<file path="src/rtl/camera_capture_ctrl.sv">
// Frame capture sequencer: arms the camera trigger, counts lines, detects
// end of frame by a quiet gap on line_active, and reports completion/errors.
module camera_capture_ctrl #(
  parameter int LINES_PER_FRAME = 240,
  parameter int EOF_GAP         = 2000,
  parameter int ARM_TIMEOUT     = 5000000,
  parameter int LINE_W          = 9
) (
  input  logic              clk,
  input  logic              rst_n,
  input  logic              start,
  input  logic              abort,
  input  logic [7:0]        num_frames,
  input  logic              line_active,
  output logic              trigger,
  output logic              busy,
  output logic              frame_done,
  output logic              capture_done,
  output logic [LINE_W-1:0] line_count,
  output logic [7:0]        frames_left,
  output logic              err_timeout,
  output logic              err_lines
);

  localparam int                GAP_W     = $clog2(EOF_GAP + 1);
  localparam logic [GAP_W-1:0]  GAP_LAST  = GAP_W'(EOF_GAP - 1);
  localparam logic [23:0]       ARM_LAST  = 24'(ARM_TIMEOUT - 1);
  localparam logic [LINE_W-1:0] LINES_EXP = LINE_W'(LINES_PER_FRAME);

  typedef enum logic [1:0] {
    S_IDLE,
    S_ARM,
    S_CAPTURE,
    S_FRAME_END
  } state_t;

  state_t            r_state;
  logic              r_line_active_d;
  logic [23:0]       r_arm_cnt;
  logic [GAP_W-1:0]  r_gap_cnt;
  logic [LINE_W-1:0] r_line_count;
  logic [7:0]        r_frames_left;
  logic              r_trigger;
  logic              r_frame_done;
  logic              r_capture_done;
  logic              r_err_timeout;
  logic              r_err_lines;

  state_t            w_state_nxt;
  logic              w_rise;
  logic [23:0]       w_arm_cnt_nxt;
  logic [GAP_W-1:0]  w_gap_cnt_nxt;
  logic [LINE_W-1:0] w_line_count_nxt;
  logic [7:0]        w_frames_left_nxt;
  logic [7:0]        w_frames_dec;
  logic              w_frame_done_nxt;
  logic              w_capture_done_nxt;
  logic              w_err_timeout_nxt;
  logic              w_err_lines_nxt;

  assign w_rise       = line_active & ~r_line_active_d;
  assign w_frames_dec = r_frames_left - 8'd1;

  always_comb begin
    w_state_nxt        = r_state;
    w_arm_cnt_nxt      = r_arm_cnt;
    w_gap_cnt_nxt      = r_gap_cnt;
    w_line_count_nxt   = r_line_count;
    w_frames_left_nxt  = r_frames_left;
    w_frame_done_nxt   = 1'b0;
    w_capture_done_nxt = 1'b0;
    w_err_timeout_nxt  = r_err_timeout;
    w_err_lines_nxt    = r_err_lines;

    // Abort outranks every other event; in IDLE it also swallows a start.
    if (abort) begin
      if (r_state != S_IDLE) begin
        w_state_nxt        = S_IDLE;
        w_capture_done_nxt = 1'b1;
      end
    end else begin
      case (r_state)
        S_IDLE: begin
          if (start) begin
            w_frames_left_nxt = (num_frames == 8'd0) ? 8'd1 : num_frames;
            w_line_count_nxt  = '0;
            w_err_timeout_nxt = 1'b0;
            w_err_lines_nxt   = 1'b0;
            w_arm_cnt_nxt     = '0;
            w_state_nxt       = S_ARM;
          end
        end
        S_ARM: begin
          if (w_rise) begin
            w_line_count_nxt = LINE_W'(1);
            w_gap_cnt_nxt    = '0;
            w_state_nxt      = S_CAPTURE;
          end else if (r_arm_cnt == ARM_LAST) begin
            w_err_timeout_nxt  = 1'b1;
            w_capture_done_nxt = 1'b1;
            w_state_nxt        = S_IDLE;
          end else begin
            w_arm_cnt_nxt = r_arm_cnt + 24'd1;
          end
        end
        S_CAPTURE: begin
          if (r_gap_cnt == GAP_LAST) begin
            w_state_nxt = S_FRAME_END;
          end else if (w_rise) begin
            if (r_line_count != '1) begin
              w_line_count_nxt = r_line_count + 1'b1;
            end
            w_gap_cnt_nxt = '0;
          end else if (!line_active) begin
            w_gap_cnt_nxt = r_gap_cnt + 1'b1;
          end else begin
            w_gap_cnt_nxt = '0;
          end
        end
        S_FRAME_END: begin
          w_frame_done_nxt  = 1'b1;
          w_frames_left_nxt = w_frames_dec;
          if (r_line_count != LINES_EXP) begin
            w_err_lines_nxt = 1'b1;
          end
          if (w_frames_dec == 8'd0) begin
            w_capture_done_nxt = 1'b1;
            w_state_nxt        = S_IDLE;
          end else begin
            w_arm_cnt_nxt = '0;
            w_state_nxt   = S_ARM;
          end
        end
        default: w_state_nxt = S_IDLE;
      endcase
    end
  end

  always_ff @(posedge clk) begin
    if (!rst_n) begin
      r_state         <= S_IDLE;
      r_line_active_d <= 1'b0;
      r_arm_cnt       <= '0;
      r_gap_cnt       <= '0;
      r_line_count    <= '0;
      r_frames_left   <= '0;
      r_trigger       <= 1'b0;
      r_frame_done    <= 1'b0;
      r_capture_done  <= 1'b0;
      r_err_timeout   <= 1'b0;
      r_err_lines     <= 1'b0;
    end else begin
      r_state         <= w_state_nxt;
      r_line_active_d <= line_active;
      r_arm_cnt       <= w_arm_cnt_nxt;
      r_gap_cnt       <= w_gap_cnt_nxt;
      r_line_count    <= w_line_count_nxt;
      r_frames_left   <= w_frames_left_nxt;
      // Trigger follows the registered state so it is high exactly while armed.
      r_trigger       <= (w_state_nxt == S_ARM);
      r_frame_done    <= w_frame_done_nxt;
      r_capture_done  <= w_capture_done_nxt;
      r_err_timeout   <= w_err_timeout_nxt;
      r_err_lines     <= w_err_lines_nxt;
    end
  end

  assign trigger      = r_trigger;
  assign busy         = (r_state != S_IDLE);
  assign frame_done   = r_frame_done;
  assign capture_done = r_capture_done;
  assign line_count   = r_line_count;
  assign frames_left  = r_frames_left;
  assign err_timeout  = r_err_timeout;
  assign err_lines    = r_err_lines;

endmodule

</file>
<file path="config.mk">
export PLATFORM = sky130hd
export DESIGN_NAME = camera_capture_ctrl
export DESIGN_NICKNAME = d
export VERILOG_FILES = /design/src/rtl/camera_capture_ctrl.sv
export SDC_FILE = /design/constraint.sdc
export NUM_CORES = 1
export LEC_CHECK = 0
export BUFFER_PORTS_ARGS = -buffer_cell sky130_fd_sc_hd__buf_2
export CAP_MARGIN = 20
export CORE_MARGIN = 2
export CORE_UTILIZATION = 45
export CTS_BUF_LIST = sky130_fd_sc_hd__clkbuf_2 sky130_fd_sc_hd__clkbuf_4 sky130_fd_sc_hd__clkbuf_8
export CTS_CLUSTER_DIAMETER = 200
export DETAILED_ROUTE_END_ITERATION = 12
export GPL_ROUTABILITY_DRIVEN = 0
export REMOVE_ABC_BUFFERS = 1
export SKIP_CTS_REPAIR_TIMING = 1
export SYNTH_ARGS = -nofsm -noshare
export SYNTH_HDL_FRONTEND = slang
export SYNTH_SLANG_ARGS = --single-unit
</file>
<file path="constraint.sdc">
create_clock -name clk -period 7.65 [get_ports clk]
set_input_delay 1.1475 -clock clk [delete_from_list [all_inputs] [get_ports clk]]
set_output_delay 1.1475 -clock clk [all_outputs]
set_load 0.05 [all_outputs]
</file>
==> results.md <==
* Status: finished clean
* Power Dens Cells at 258 nW/um^2
* Reg area at 1200 um^2
* Area Growth Syn to Fin at 11.3%
* Flop pwr share at 0.352
* Final Skew at 0.00903 ns
* Vias at 3195
* Full die area at 8520 um^2
* Min-Delay Path Class: reg2reg
* Post-synth EDFFs at 0
* Initial DRC count at 190
* Met3 Usage GRT at 0.0480
* Switching power at 365 uW
* Initial core utilization at 0.459
* Critical path launch point type: register
* DR pass1 iterations at 4
* Fillers at 762
* Peak supply drop at 0.156 mV
* Primary FF master, synth: dfxtp_1
* Hold Crit Endpoint: err_lines
* Final Hold Fails at 0
* Core footprint at 7650 um^2
* R2R Path Start: r_state[1]
* Area of the multi-input gates at 2080 um^2
* Critical Path Max Stage Delay at 0.71 ns
* Met1 Resource Use GR at 0.254
* Die width at 92.3 um
* RSZ-0062 raised after global routing: no
* Die Y at 92.3 um
* Drt wl/cell at 14.1 um
* Buf/Inv on CP at 0
* Initial antenna violation count at 0
* DRC Markers at 0
* Worst-case reg-to-reg path depth at 6
* Sw frac at 0.363
* PortBufs at 35
* Async set or reset register ratio after synthesis at 0
* Post-DP HPWL at 5.51 mm
* Crit-path leading delay family: simple AND/OR/NAND/NOR gates
* Placed cells at 543
* Final setup viols at 0
* Most Crowded Layer GR: met2
* Htree depth at 3
* I/O pin count at 36
* Max-slew violations at 0
* Maximum clock frequency at 324 MHz
* Gr ovfl total at 0
* R2r setup slk at 4.56 ns
* Cell Area, Synth at 3510 um^2
* Overall routed net length at 7.86 mm
* Worst path cell trace: ha_1 -> nor3_1 -> nor4_4 -> o31ai_4 -> or4b_2 -> a31oi_1
* Clock group share of total power at 0.338
* Crit end category: register
* Slowest stage cell, crit path: or4b_2
* Design Power at 1.01 mW
* Synth unique cells at 64
* Sequential area share after synthesis at 0.342
* Crit path kind: reg2reg
* Part of the power in combinational logic at 0.310
* M2 GR Usage at 0.288
* Final min period at 3.09 ns
* Post-Layout Cell Count at 559
* Max FO, Critical Path at 28
* Internal Dissipation at 641 uW
* Required time worst endpoint at 7.90 ns
* Share of post-route cells with drive strength above 1 at 0.175
* Clock Tree Buf Depth at 2
* Synth Area per Inst at 8.25 um^2
* Cells after Synth at 425
* Hold path cells at 2
* P_leak at 1.40 nW
* Least-Margin Pin Slew at 1.01 ns
* First-pass GRT wire length at 13.2 mm
* CTS clk-pin slew, worst paths at 0.07 ns
* Routed Antenna Nets at 0
* Setup slack after layout at 4.56 ns
* Setup TNS at 0 ns
* Clock latency on the worst-skew pair at 0.34 ns
* Seq cells post-synth at 60
* Diode count at 0
* Vias per cell at 5.72
* GRT Util Overall at 0.193
* Num CTS Buffers at 9
* Max-Cap Viols at 0
* Dpl ws at 4.36 ns
* Reg2Reg Capture Point: r_arm_cnt[13]
* Slew HR at 0.329
* Clock tree root driver cell: clkbuf_8
* Pin count of the biggest net entering global routing at 29
* Worst Path Arrival at 3.34 ns
* # nets final at 476
* Row cnt at 32
* Final period util at 0.404
* Syn. warnings at 0
* Start point of the worst hold path: err_lines
* CTS tree: yes
* CTS sink count at 60
* Vias in the first global route at 2949
==> power groups by stage <==
stage	clock network (mW)	logic (mW)	registers [mW]
3_3_place_gp	0	0.309	0.360
5_1_grt	0.364	0.346	0.357
2_1_floorplan	0	0.205	0.395
3_5_place_dp	0	0.312	0.361
4_1_cts	0.351	0.313	0.353
6_report	0.340	0.312	0.354
==> layer usage <==
layer,vias to the layer above,wire (um)
li1,1621,-
met1,1477,3930
met2,82,3440
met3,15,340
met4,0,159
met5,-,0
==> worst reg2reg max path, stage by stage, from the launching register on <==
cell and delay, ns:
dfxtp_1 0.42, ha_1 0.62, nor3_1 0.20, nor4_4 0.53, o31ai_4 0.36, or4b_2 0.71
a31oi_1 0.17
==> metrics by stage <==
| step | hold slack [ns] | instance area, um^2 | utilization |
|---|---|---|---|
| floorplan | 0.455 | 3350 | - |
| global placement | 0.466 | 3660 | 0.479 |
| detailed placement | 0.470 | 3660 | 0.479 |
| CTS | 0.482 | 3900 | 0.510 |
| global route | 0.511 | 3900 | 0.510 |
| finish | 0.483 | 3900 | 0.510 |
==> placed cells by master (no fill, tap or decap), types with 3 or more instances in the layout <==
cell type,netlist,routed
nor3_1,13,13
and3_1,11,11
and2_1,4,4
o211ai_1,3,3
nand4_1,14,14
nor4_1,7,7
or4b_2,3,3
a31oi_1,3,3
dfxtp_1,60,60
or4_1,7,7
nand2_1,39,39
a311oi_1,3,3
mux2i_1,4,4
and4_1,4,4
or4_2,7,7
or3_1,6,6
buf_2,2,35
nand3_1,20,20
a22oi_1,5,5
xnor2_1,5,5
a211oi_1,6,6
xor2_1,13,13
o21ai_0,17,17
a21oi_1,32,32
and2b_2,3,3
nor2_1,41,41
clkbuf_8,3,12
inv_1,19,19
ha_1,11,11
o31ai_1,13,13
==> registers in the layout, summed over array words and instances (netlist names), 2 cells and up <==
| signal | cells |
|---|---|
| r_arm_cnt | 24 |
| r_gap_cnt | 11 |
| line_count | 9 |
| frames_left | 8 |
| r_state | 2 |
==> cell families after synthesis <==
group                    share of synthesized area
XOR/XNOR                                    0.0449
flip-flops                                   0.342
multiplexers                                0.0146
adder cells (fa/ha/maj)                     0.0392
buffers and inverters                       0.0656
AO/OA/AOI/OAI                                0.176
AND/OR/NAND/NOR                              0.317
==> worst max-delay path by stage <==
stage | startpoint | endpoint | slack, ns | cells after the start
after floorplan | start | r_arm_cnt[14] | 4.67 | 5
after global placement | start | r_arm_cnt[13] | 4.43 | 6
after detailed placement | start | r_arm_cnt[13] | 4.36 | 6
after CTS | r_state[1] | r_arm_cnt[13] | 4.53 | 6
after global routing | r_state[1] | r_arm_cnt[9] | 4.30 | 6
final | r_state[1] | r_arm_cnt[13] | 4.56 | 6
==> cell type report <==
type                            count  area share
Clock buffer                       13      0.0442
Clock inverter                      3      0.0173
Inverter                           20      0.0192
Multi-Input combinational cell    325       0.532
Sequential cell                    60       0.308
Tap cell                          102      0.0327
Timing Repair Buffer               36      0.0468
==> synthesized netlist by cell type (all sizes together) (2+ instances only) <==
library cell  count  share of area
o41ai             2         0.0050
o211ai            3         0.0064
and3             12          0.022
clkbuf           12          0.022
a31oi             3         0.0054
a22oi             5          0.011
nor4bb            2         0.0057
mux2i             4          0.011
nor2             41          0.044
nor4              9          0.025
and4              4          0.010
or4b              4          0.011
xnor2             5          0.012
nor3             13          0.019
a211oi            6          0.013
nand2            39          0.042
buf               6          0.017
dfxtp            60           0.34
a311oi            3         0.0075
and2b             3         0.0075
nor4b             2         0.0050
o21ai            18          0.029
o31ai            14          0.034
or3               9          0.018
ha               11          0.039
xor2             13          0.032
inv              19          0.020
or4              14          0.032
nand4            14          0.025
a21oi            32          0.046
nand3            20          0.029
and2              5         0.0093
Note: power is estimated with default switching activity, not from simulation.
